--- src/rtl/cve2_pkg.sv ---
// Shared types for the CVE2 sleep controller.
// Optional statistics are built in only when CVE2_SLEEP_STATS_EN is defined.
package cve2_pkg;

  typedef enum logic [1:0] {
    SLP_OFF   = 2'b00,
    SLP_RUN   = 2'b01,
    SLP_DRAIN = 2'b10,
    SLP_SLEEP = 2'b11
  } sleep_state_e;

endpackage

--- src/rtl/cve2_sat_counter.sv ---
// Saturating up-counter with synchronous clear (clear wins over increment).
// Instantiated by cve2_sleep_ctrl only when CVE2_SLEEP_STATS_EN is defined.
module cve2_sat_counter #(
  parameter int unsigned Width = 32
) (
  input  logic             clk_i,
  input  logic             rst_ni,
  input  logic             inc_i,
  input  logic             clr_i,
  output logic [Width-1:0] cnt_o
);

  logic [Width-1:0] cnt_q, cnt_d;

  always_comb begin
    cnt_d = cnt_q;
    if (clr_i) begin
      cnt_d = '0;
    end else if (inc_i && (cnt_q != '1)) begin
      cnt_d = cnt_q + Width'(1);
    end
  end

  always_ff @(posedge clk_i or negedge rst_ni) begin
    if (!rst_ni) begin
      cnt_q <= '0;
    end else begin
      cnt_q <= cnt_d;
    end
  end

  assign cnt_o = cnt_q;

endmodule

--- src/rtl/cve2_sleep_ctrl.sv ---
// Core sleep / clock-gate enable controller with idle hold time.
// Define CVE2_SLEEP_STATS_EN to add sleep cycle/entry statistics.
module cve2_sleep_ctrl
  import cve2_pkg::*;
#(
  parameter int unsigned NumWakeSrc     = 4,
  parameter int unsigned IdleHoldCycles = 0,
  parameter int unsigned StatsWidth     = 32
) (
  input  logic                  clk_i,
  input  logic                  rst_ni,
  input  logic                  fetch_enable_i,
  input  logic                  core_busy_i,
  input  logic                  debug_req_i,
  input  logic                  irq_nm_i,
  input  logic                  irq_pending_i,
  input  logic [NumWakeSrc-1:0] wake_i,
  input  logic [NumWakeSrc-1:0] wake_mask_i,
  output logic                  fetch_enable_o,
  output logic                  clock_en_o,
  output logic                  core_sleep_o
`ifdef CVE2_SLEEP_STATS_EN
  ,
  input  logic                  stats_clr_i,
  output logic [StatsWidth-1:0] sleep_cycles_o,
  output logic [StatsWidth-1:0] sleep_entries_o
`endif
);

  localparam int unsigned CntW =
    (IdleHoldCycles > 0) ? $clog2(IdleHoldCycles + 1) : 1;
  localparam logic [CntW-1:0] HoldInit =
    CntW'((IdleHoldCycles > 0) ? IdleHoldCycles - 1 : 0);

  sleep_state_e    state_q, state_d;
  logic [CntW-1:0] cnt_q, cnt_d;
  logic            fetch_en_q;
  logic            wake;
  logic            idle;

  assign wake = debug_req_i | irq_nm_i | irq_pending_i |
                (|(wake_i & wake_mask_i));
  assign idle = ~core_busy_i & ~wake;

  always_ff @(posedge clk_i or negedge rst_ni) begin
    if (!rst_ni) begin
      state_q    <= SLP_OFF;
      cnt_q      <= '0;
      fetch_en_q <= 1'b0;
    end else begin
      state_q    <= state_d;
      cnt_q      <= cnt_d;
      fetch_en_q <= fetch_en_q | fetch_enable_i;
    end
  end

  always_comb begin
    state_d      = state_q;
    cnt_d        = cnt_q;
    clock_en_o   = 1'b0;
    core_sleep_o = 1'b0;
    unique case (state_q)
      SLP_OFF: begin
        if (fetch_enable_i) state_d = SLP_RUN;
      end
      SLP_RUN: begin
        clock_en_o = 1'b1;
        if (idle) begin
          if (IdleHoldCycles == 0) begin
            state_d = SLP_SLEEP;
          end else begin
            state_d = SLP_DRAIN;
            cnt_d   = HoldInit;
          end
        end
      end
      SLP_DRAIN: begin
        clock_en_o = 1'b1;
        if (!idle) begin
          state_d = SLP_RUN;
        end else if (cnt_q == '0) begin
          state_d = SLP_SLEEP;
        end else begin
          cnt_d = cnt_q - CntW'(1);
        end
      end
      SLP_SLEEP: begin
        // Combinational so the clock restarts in the cycle wake rises
        clock_en_o   = wake;
        core_sleep_o = ~wake;
        if (wake) state_d = SLP_RUN;
      end
      default: state_d = SLP_OFF;
    endcase
  end

  assign fetch_enable_o = fetch_en_q;

`ifdef CVE2_SLEEP_STATS_EN
  logic sleep_entry;

  assign sleep_entry = (state_d == SLP_SLEEP) && (state_q != SLP_SLEEP);

  cve2_sat_counter #(
    .Width(StatsWidth)
  ) u_sleep_cycles (
    .clk_i (clk_i),
    .rst_ni(rst_ni),
    .inc_i (core_sleep_o),
    .clr_i (stats_clr_i),
    .cnt_o (sleep_cycles_o)
  );

  cve2_sat_counter #(
    .Width(StatsWidth)
  ) u_sleep_entries (
    .clk_i (clk_i),
    .rst_ni(rst_ni),
    .inc_i (sleep_entry),
    .clr_i (stats_clr_i),
    .cnt_o (sleep_entries_o)
  );
`else
  logic unused_stats_width;
  assign unused_stats_width = (StatsWidth != 0);
`endif

endmodule

--- config.mk ---
export PLATFORM = sky130hd
export DESIGN_NAME = cve2_sleep_ctrl
export DESIGN_NICKNAME = d
export VERILOG_FILES = /design/src/rtl/cve2_pkg.sv /design/src/rtl/cve2_sat_counter.sv /design/src/rtl/cve2_sleep_ctrl.sv
export SDC_FILE = /design/constraint.sdc
export NUM_CORES = 1
export LEC_CHECK = 0
export BUFFER_PORTS_ARGS = -buffer_cell sky130_fd_sc_hd__buf_2
export CORE_AREA = 2 2 39 41
export DETAILED_ROUTE_END_ITERATION = 7
export DIE_AREA = 0 0 41 43
export GPL_TIMING_DRIVEN = 0
export HOLD_SLACK_MARGIN = 0.02
export MAX_ROUTING_LAYER = met4
export SYNTH_ARGS = -nofsm -noshare
export SYNTH_HDL_FRONTEND = slang
export SYNTH_SLANG_ARGS = --single-unit
--- constraint.sdc ---
create_clock -name clk_i -period 1.5 [get_ports clk_i]
set_input_delay 0.15 -clock clk_i [delete_from_list [all_inputs] [get_ports clk_i]]
set_output_delay 0.15 -clock clk_i [all_outputs]
set_load 0.02 [all_outputs]
# Yosys cells after proc, flatten, opt, wreduce, memory -nomap -nowiden
# Index checks and enable logic that the tools add are counted.
[classes]
addsub = 1
n_eq_ne = 7
n_mux = 9
n_bitwise = 8
reduce_logical = 5
[ops]
columns = ["op", "count"]
rows = [
  ["2-bit two-way mux", 5],
  ["2-bit case mux with 4 select lines", 1],
  ["2-bit != test (second input constant)", 3],
  ["4-bit AND", 1],
  ["2-bit == test (second input constant)", 2],
  ["1-bit OR", 4],
  ["4-bit AND reduction", 1],
  ["4-bit OR reduction", 1],
  ["3-bit != test (second input constant)", 1],
  ["2-bit by 1-bit == test with 1-bit output (second input constant)", 1],
  ["2-bit zero test", 1],
  ["1-bit two-way mux", 2],
  ["1-bit inverter", 2],
  ["1-bit case mux with 2 select lines", 1],
  ["2-bit AND reduction", 1],
  ["2-bit OR reduction", 1],
  ["1-bit AND", 1],
  ["1-bit subtractor (second input constant)", 1],
]
[totals]
register_bits = 4
in_bits = 15
output_inout_bits = 3

# Logic depth before layout (Yosys ltp)
# Gate-level depths: netlist of run 1.
[depth]
depth_word = 7
depth_mapped = 5
depth_no_buf = 5

# Least setup slack after synthesis of run 1
# OpenSTA, ideal clock, no wires.
[synth_timing]
path_type = "register to register"
startpoint = "reg state_q[1]"
endpoint = "reg state_q[0]"
setup_time_ps = 149
arrival_ps = 1372
required_ps = 1351
path_slack_ps = -21
path_stages_with_launch = 5
cell_sequence = "dfrtp_1 -> ha_1 -> inv_1 -> nor4_2 -> o31ai_2"
[synth_via]
elab_chain_len = 3
word_cells_on_any_way = 10
cone_classes = "eq/ne: 7; mux: 1; reduce/logical: 2"
[synth_lines]
columns = ["item", "line", "text"]
rows = [
  ["start: declaration", "cve2_sleep_ctrl.sv:35", "sleep_state_e state_q, state_d;"],
  ["start signal: assignment", "cve2_sleep_ctrl.sv:51", "state_q <= state_d;"],
  ["2-bit == test, or another cell as far along", "cve2_sleep_ctrl.sv:62", "unique case (state_q)"],
  ["3-bit != test (no source line) or 2-bit != test (tied branches)", "n/a", ""],
  ["4-bit AND reduction (no source line)", "n/a", ""],
]
# Parallel ways exist; a longest one is shown, timed or not.
# A chain may end at the register's enable or synchronous reset.

# Worst setup path in the final report of run 1
[layout_timing]
startpoint = "reg state_q[0]"
endpoint = "out clock_en_o"
[layout_via]
elab_chain_len = 3
word_cells_on_any_way = 5
cone_classes = "eq/ne: 3; mux: 1; reduce/logical: 1"
[layout_lines]
columns = ["item", "line", "text"]
rows = [
  ["2-bit == test or 2-bit by 1-bit == test with 1-bit output (tied branches)", "cve2_sleep_ctrl.sv:62", ""],
  ["2-bit OR reduction (no source line)", "n/a", ""],
  ["1-bit case mux with 2 select lines *", "cve2_sleep_ctrl.sv:62", ""],
  ["end: declaration", "cve2_sleep_ctrl.sv:20", "output logic clock_en_o,"],
]
# Every way passes the cells marked *; elsewhere a longest branch is shown, timed or not.

==> impl_metrics.tcl, run 1 <==
set metrics [dict create \
    fp-row-count 14 \
    end_kind "primary output" \
    postPlaceCellArea_um2 400 \
    ios 18 \
    finClkSkew_ns 0.0000103 \
    setup_tns_ns 0 \
    die-area_um2 1760 \
    drt_wl_total_um 808 \
    slowest_stage "dfrtp_1" \
    synth_top_area_cell "dfrtp_1" \
    whs_ns 0.179 \
    fmax_mhz 673 \
    synthFlopType "dfrtp_1" \
    synth_xor_area_share_pct 0 \
    n_antenna_cell 0 \
    powerDensity_nw_per_um2 1040 \
    netlist-cell-type-count 19 \
    gr-total-overflow 0 \
    root_buffer "clkbuf_4" \
    synth_top_area_share_pct 26.2 \
    drt-initial-drc-count 4 \
    layout.nets 76 \
    status "completed" \
    path_class "reg -> out" \
    clockBufferDepth 2 \
    portBuffers 17 \
    avgSynthCellArea_um2 9.88 \
    slew_headroom_pct 81.0 \
    start_kind "register" \
    die_y_um 43 \
    syn2layout_area_growth_pct 86.0 \
    whs_path_depth 2 \
    synthSimpleGateAreaFrac_pct 18.3 \
    drv_cap 0 \
    syn_inst 29 \
    setup_viol 0 \
    numCtsBuffers 3 \
    drive_gt1_share_pct 67.9 \
    max_stage_delay_ns 0.39 \
    synth_compound_area_share_pct 32.8 \
    synth.area.top_cells "dfrtp_1, ha_1, o41a_1" \
    post-route-drc-count 0 \
    htreeDepth 1 \
    drv_slew 0 \
    synth-adder-area-share_pct 17.5 \
    max-vdd-ir-drop_v 0.000424 \
    required_ns 1.35 \
    worstPathMaxFanout 3 \
    worst_pin_slew_ns 0.281 \
    timing.final.crit_period_ns 1.49 \
    syn_nets 48 \
    grt_first_pass_wirelength_um 1280 \
    first_global_vias 313 \
    cpLargestDelayFamily "flip-flops" \
    antenna_left 0 \
    synth.area.mux_share_pct 0 \
    reg2reg_depth 6 \
    cp_num_buf_inv 3 \
    finalInstanceArea_um2 533 \
    post-route-util_pct 38.5 \
    grt_use_total_pct 11.4 \
    min_path_type "in -> reg" \
    grt_max_degree 6 \
    final-hold-violation-count 0 \
    synth_top_family_by_area "compound AO/OA/AOI/OAI gates" \
    async_flop_share_pct 100 \
    cts_tree "built" \
    cp.depth 5 \
    rsz0062_at_grt "yes" \
    dp_hpwl_um 526 \
    netlist_area_um2 287 \
    cts_sinks 3 \
    synth_seq_cells 3 \
    initial_core_util_pct 20.7 \
    finalWorstSetupSlack_ns 0.0139 \
    synth_edf_count 0 \
    crit_arrival_ns 1.34 \
    clk_latency_ns 0.23 \
    cts.clk_slew.worst_paths_ns 0.04 \
    worstPathCellList "inv_2 -> ha_2 -> inv_1 -> a21oi_2 -> buf_6" \
    first_pass_iters 3 \
    fin_cells 72 \
    wl_per_cell_um 11.2 \
    pre_cts_slack_ns -0.0220 \
    power.total_uw 555 \
    period_share_pct 99.1 \
    p_leak_nw 0.227 \
    viasPerCell 4.44 \
    synth.top_cells.by_count "ha_1, inv_1, dfrtp_1" \
    gp_congestion 0.727 \
    core-area_um2 1380 \
    fp.dieW_um 41 \
    dp_cells 62 \
    yosys_warnings 0 \
    vias 320 \
    ys_seq_area_share_pct 26.2 \
    antenna_found_initial 0 \
]
==> flip-flops by register name (all words and copies together), names as in the netlist <==
register and cells:
fetch_enable_o 1, state_q 2
==> power breakdown <==
group | total, mW | switching [mW] | internal, mW
Sequential | 0.105 | 0.0122 | 0.0931
Combinational | 0.310 | 0.158 | 0.152
Clock | 0.140 | 0.0406 | 0.0996
Total | 0.555 | 0.210 | 0.345
==> worst paths after layout <==
| check | from | endpoint | slack, ns |
|---|---|---|---|
| worst max-delay path | state_q[0]$_DFFE_PN0P_ | clock_en_o | 0.01 |
| min in group asynchronous | rst_ni | state_q[1]$_DFFE_PN0P_ | 0.24 |
| max in group asynchronous | rst_ni | fetch_enable_o$_DFF_PN0_ | 1.14 |
| worst max register to register | state_q[0]$_DFFE_PN0P_ | state_q[1]$_DFFE_PN0P_ | 0.04 |
| worst min-delay path | fetch_enable_i | fetch_enable_o$_DFF_PN0_ | 0.18 |
| worst min register to register | fetch_enable_o$_DFF_PN0_ | fetch_enable_o$_DFF_PN0_ | 0.45 |
==> per-layer routing <==
layer | wire length (um) | global-route usage, %
met4 | 0 | 8.00
met3 | 53 | 3.14
met2 | 435 | 16.9
met5 | 0 | -
met1 | 319 | 12.6
==> layout make-up <==
class,count,area [um^2]
well taps,16,20.0
clock buffers,4,26.3
multi-input cells,22,251
fillers,139,851
repair buffers,23,145
inverters,4,15.0
flip-flops and latches,3,75.1
==> cells in the final DEF (no fill, tap or decap) <==
cell and n:
ha_4 2, buf_4 5, o31ai_2 2, buf_6 2, o311ai_0 1, o21bai_1 1
or2_2 1, or3_1 1, dlygate4sd3_1 1, and2_1 1, o41a_1 2, nand2_1 1
nor4_4 1, a22o_1 2, o21ai_0 1, inv_2 2, clkbuf_1 1, buf_2 15
inv_1 2, o211ai_1 1, nor2b_4 1, or3_4 1, ha_2 2, clkbuf_4 3
a21oi_2 1, dfrtp_1 3
==> kinds of logic after synthesis <==
| logic type | count (synthesis) |
|---|---|
| adders and majority gates | 4 |
| buffers and inverters | 4 |
| AOI/OAI and AO/OA | 11 |
| DFF | 3 |
| and+or+nand+nor | 7 |
==> repair_timing <==
action	CTS	global route
setup endpoints to repair	2	2
resized for setup	3	13
endpoints found under the hold margin	3	0
setup buffers	3	2
pin swaps	3	5
hold buffers	1	0
Note: power is estimated with default switching activity, not from simulation.
==> run 2, diff against run 1 <==
- ABC_AREA: not set -> 1
==> run 2 against run 1 <==
  * Design area is 12% lower
  * Final cell count up 14%
  * Wire length decreased by 30%
  * Critical endpoint unchanged
  * Sequential share of layout area grew 1.8 points
  * Global-route usage down 3.2 points
  * Critical path depth unchanged
  * Sequential power about the same
==> impl_metrics.tcl, run 2 <==
set metrics [dict create \
    status "completed" \
    grt_max_degree 5 \
    die_y_um 43 \
    yosys_warnings 0 \
    seqCellArea_um2 75.1 \
    top_register "state_q" \
    cp_num_buf_inv 3 \
    postPlaceCellArea_um2 410 \
    grt_use_total_pct 8.26 \
    gp_congestion 0.750 \
    whs_ns 0.134 \
    viasPerCell 3.73 \
    antenna_found_initial 0 \
    synth_top_area_cell "dfrtp_1" \
    cpLargestDelayFamily "flip-flops" \
    dp_cells 75 \
    clk_latency_ns 0.23 \
    slew_headroom_pct 91.5 \
    drive_gt1_share_pct 48.5 \
    period_share_pct 95.2 \
    powerDensity_nw_per_um2 1030 \
    initial_core_util_pct 22.1 \
    dp_hpwl_um 496 \
    finalWorstSetupSlack_ns 0.0726 \
    pre_cts_slack_ns 0.258 \
    setup_tns_ns 0 \
    ios 18 \
    multi_input_area_um2 200 \
    first_global_vias 296 \
    portBuffers 17 \
    finClkSkew_ns 0.0000133 \
    gr-total-overflow 0 \
    cts_sinks 3 \
    final_common_cell "buf_2" \
    numCtsBuffers 3 \
    drv_slew 0 \
    grt_first_pass_wirelength_um 972 \
    yosysMostFrequentCell "nand2_1" \
    power.total_uw 486 \
    antenna_left 0 \
    worstPathMaxFanout 3 \
    synth_top_area_share_pct 24.6 \
    vias 306 \
    drt_wl_total_um 566 \
    max-vdd-ir-drop_v 0.000420 \
    core-area_um2 1380 \
    synth.top_cells.by_count "nand2_1, inv_1, ha_1" \
    fp-row-count 14 \
    drv_cap 0 \
    fmax_mhz 701 \
    syn_nets 61 \
    root_buffer "clkbuf_4" \
    crit_arrival_ns 1.28 \
    synth_seq_cells 3 \
    cts_tree "built" \
    worstPathCellList "inv_2 -> ha_1 -> inv_1 -> a21oi_2 -> buf_6" \
    final_cell_mix "buf_2, nand2_1, inv_1, ha_1" \
    netlist_area_um2 305 \
    netlist-cell-type-count 11 \
    synth_edf_count 0 \
    fin_cells 82 \
    drt-initial-drc-count 0 \
    post-route-util_pct 34.1 \
    die-area_um2 1760 \
    async_flop_share_pct 100 \
    avgSynthCellArea_um2 7.27 \
    rsz0062_at_grt "no" \
    cts.clk_slew.worst_paths_ns 0.04 \
    first_pass_iters 1 \
    syn_inst 42 \
    largest_register_ffs 2 \
    syn2layout_area_growth_pct 54.5 \
    nFillCells 156 \
    htreeDepth 1 \
    min_path_type "in -> reg" \
    n_antenna_cell 0 \
    path_class "reg -> out" \
    required_ns 1.35 \
    max_stage_delay_ns 0.38 \
    wl_per_cell_um 6.90 \
    worst_pin_slew_ns 0.127 \
    fp.dieW_um 41 \
    p_leak_nw 0.279 \
    synthFlopType "dfrtp_1" \
    final-hold-violation-count 0 \
    post-route-drc-count 0 \
    layout.nets 86 \
    start_kind "register" \
    ys_seq_area_share_pct 24.6 \
    timing.final.crit_period_ns 1.43 \
    clockBufferDepth 2 \
    finalInstanceArea_um2 472 \
    end_kind "primary output" \
    synth.area.top_cells "dfrtp_1, nand2_1, ha_1" \
    slowest_stage "dfrtp_1" \
    setup_viol 0 \
]
-- run 2: cell count changes in the layout (fill, tap and decap cells not counted), moves of 3 or more --
cell,previous run,this run
nand3_2,0,3
ha_1,0,4
inv_1,2,8
nand2_1,1,15
buf_4,5,2
-- run 2: layer usage --
layer / track usage, % / wire length, um
met1: 7.47 / 212
met2: 14.1 / 321
met3: 1.57 / 31
met4: 6.00 / 0
met5: - / 0
-- run 2: final timing paths --
kind	start	end	slack, ns	cells past startpoint
setup reg to reg	state_q[1]$_DFFE_PN0P_	state_q[1]$_DFFE_PN0P_	0.35	7
max in group asynchronous	rst_ni	fetch_enable_o$_DFF_PN0_	1.15	2
setup / recovery	state_q[0]$_DFFE_PN0P_	clock_en_o	0.07	5
hold / removal	fetch_enable_i	fetch_enable_o$_DFF_PN0_	0.13	2
hold reg to reg	fetch_enable_o$_DFF_PN0_	fetch_enable_o$_DFF_PN0_	0.45	1
min in group asynchronous	rst_ni	state_q[1]$_DFFE_PN0P_	0.25	2
-- run 2: kinds of logic after synthesis --
group                      count (synthesis)  synth area share [%]
DFF                                        3                  24.6
AOI/OAI and AO/OA                          3                  6.15
and+or+nand+nor                           23                  41.8
adders and majority gates                  4                  16.4
buffers and inverters                      9                  11.1
-- run 2: power breakdown --
group | internal [mW] | switching (mW) | total [mW]
logic | 0.119 | 0.128 | 0.247
registers | 0.0946 | 0.00792 | 0.103
clock network | 0.0994 | 0.0371 | 0.136
total | 0.313 | 0.173 | 0.486
-- run 2: final cells by class --
type,instances,share of cell area [%]
inverter,9,7.16
clock buffer,4,5.57
sequential,3,15.9
multi-input combinational,30,42.4
timing repair buffer,20,24.7
tap,16,4.24
-- run 2: worst reg2reg max path, stage by stage, from the launching register on --
cell	delay (ns)
dfrtp_1	0.38
buf_4	0.14
ha_1	0.20
nand3_2	0.10
nand2_1	0.06
a21oi_2	0.09
nand2_1	0.06
nand2_1	0.05
-- run 2: timing repair --
item                                    4_1_cts  5_1_grt
gates resized for setup                       0        4
setup buffers                                 0        2
endpoints found under the setup margin        0        1
hold buffers                                  1        0
endpoints found under the hold margin         3        0
==> run 3, diff against run 2 <==
==> constraint.sdc (replaced) <==
create_clock -name clk_i -period 1.5 [get_ports clk_i]
set_input_delay 0 -clock clk_i [delete_from_list [all_inputs] [get_ports clk_i]]
set_output_delay 0 -clock clk_i [all_outputs]
set_load 0.02 [all_outputs]
==> run 3 against run 2 <==
  * Clock skew is the same
  * Critical path depth is the same
  * Sequential power grew 5%
  * First-iteration DRC count is the same
  * Non-clock buffer count shrank 1
  * Fmax grew 8.4%
  * Clock power is essentially flat
  * Global-route usage is the same
  * Flip-flop and latch count is the same
  * Count of clock-buffer cells in the layout is the same
  * Setup slack gained 0.11 ns
  * Critical path type unchanged
  * Highest routed layer unchanged
==> impl_metrics.tcl, run 3 (same netlist as run 2, synthesis figures left out) <==
set metrics [dict create \
    status "completed" \
    fmax_mhz 759 \
    gr-total-overflow 0 \
    initial_core_util_pct 22.1 \
    vias 297 \
    numCtsBuffers 3 \
    portBuffers 17 \
    antenna_left 0 \
    end_kind "primary output" \
    whs_ns 0.0966 \
    post_cts_resized 0 \
    fp.dieW_um 41 \
    final_common_cell "buf_2" \
    p_leak_nw 0.273 \
    final_cell_mix "buf_2, nand2_1, inv_1, ha_1" \
    worstPathMaxFanout 3 \
    crit_arrival_ns 1.32 \
    reg2reg_slack_ns 0.39 \
    root_buffer "clkbuf_4" \
    cts_sinks 3 \
    clockBufferDepth 2 \
    post-route-util_pct 33.0 \
    setup_viol 0 \
    drive_gt1_share_pct 43.1 \
    required_ns 1.50 \
    dp_hpwl_um 496 \
    htreeDepth 1 \
    drv_cap 0 \
    core-area_um2 1380 \
    finalInstanceArea_um2 457 \
    reg2reg_depth 7 \
    rsz0062_at_grt "no" \
    start_kind "register" \
    ios 18 \
    die-area_um2 1760 \
    drt_wl_total_um 553 \
    post_cts_buffers 0 \
    drv_slew 0 \
    period_share_pct 87.8 \
    grt_use_total_pct 8.26 \
    max-vdd-ir-drop_v 0.000382 \
    viasPerCell 3.67 \
    antenna_found_initial 0 \
    worstReg2RegStart "state_q[0]$_DFFE_PN0P_" \
    postPlaceCellArea_um2 410 \
    drt-initial-drc-count 0 \
    powerDensity_nw_per_um2 970 \
    finClkSkew_ns 0.0000133 \
    grt_max_degree 5 \
    first_pass_iters 1 \
    clk_latency_ns 0.23 \
    cts.clk_slew.worst_paths_ns 0.04 \
    first_global_vias 296 \
    min_path_type "in -> async" \
    n_antenna_cell 0 \
    die_y_um 43 \
    syn2layout_area_growth_pct 49.6 \
    wl_per_cell_um 6.83 \
    gp_congestion 0.750 \
    top_register "state_q" \
    fp-row-count 14 \
    reg2reg_to "state_q[1]$_DFFE_PN0P_" \
    path_class "reg -> out" \
    grt_first_pass_wirelength_um 972 \
    setup_tns_ns 0 \
    final-hold-violation-count 0 \
    nFillCells 158 \
    cts_tree "built" \
    worst_pin_slew_ns 0.128 \
    slew_headroom_pct 91.5 \
    largest_register_ffs 2 \
    hold_buffers 2 \
    layout.nets 85 \
    timing.final.crit_period_ns 1.32 \
    post-route-drc-count 0 \
]
-- run 3: cell count changes in the layout (fill, tap and decap cells not counted), sizes merged --
cell	change
dlygate4sd3	+1
buf	-2
-- run 3: layout make-up --
| type | count | area (um^2) | area share, % |
|---|---|---|---|
| multi-input cells | 30 | 196 | 43.0 |
| repair buffers | 19 | 105 | 23.0 |
| flip-flops and latches | 3 | 75.1 | 16.4 |
| inverters | 9 | 33.8 | 7.40 |
| clock buffers | 4 | 26.3 | 5.75 |
| well taps | 16 | 20.0 | 4.38 |
-- run 3: through the flow --
stage               total power [mW]  setup WS (ns)  std cells
floorplan                      0.254          0.414         42
global placement               0.304          0.401         75
detailed placement             0.308          0.376         75
CTS                            0.456          0.152         81
global route                   0.488         0.0724         81
finish                         0.443          0.183         81
-- run 3: worst max path at each step --
| stage | start | endpoint | slack [ns] | cells past startpoint |
|---|---|---|---|---|
| floorplan | state_q[0]$_DFFE_PN0P_ | clock_en_o | 0.41 | 4 |
| global placement | state_q[0]$_DFFE_PN0P_ | state_q[1]$_DFFE_PN0P_ | 0.40 | 7 |
| detailed placement | state_q[0]$_DFFE_PN0P_ | state_q[1]$_DFFE_PN0P_ | 0.38 | 7 |
| CTS | state_q[0]$_DFFE_PN0P_ | clock_en_o | 0.15 | 5 |
| global route | state_q[0]$_DFFE_PN0P_ | clock_en_o | 0.07 | 5 |
| finish | state_q[0]$_DFFE_PN0P_ | clock_en_o | 0.18 | 5 |
-- run 3: power breakdown --
part	internal [mW]	total (mW)	switching, mW	leakage, nW
combinational	0.0878	0.199	0.111	0.228
clock	0.0994	0.136	0.0371	0.0150
sequential	0.0947	0.108	0.0129	0.0300
-- run 3: critical path, stage by stage, from the launching register on --
cell and delay (ns):
dfrtp_1 0.37, inv_1 0.09, ha_1 0.28, inv_1 0.04
a21oi_1 0.13, buf_2 0.18
-- run 3: per-layer routing --
metal / part of all wire, % / global-route usage [%]
met3: 5.6 / 1.57
met2: 56 / 14.1
met1: 39 / 7.47
met4: 0 / 6.00
met5: 0 / -
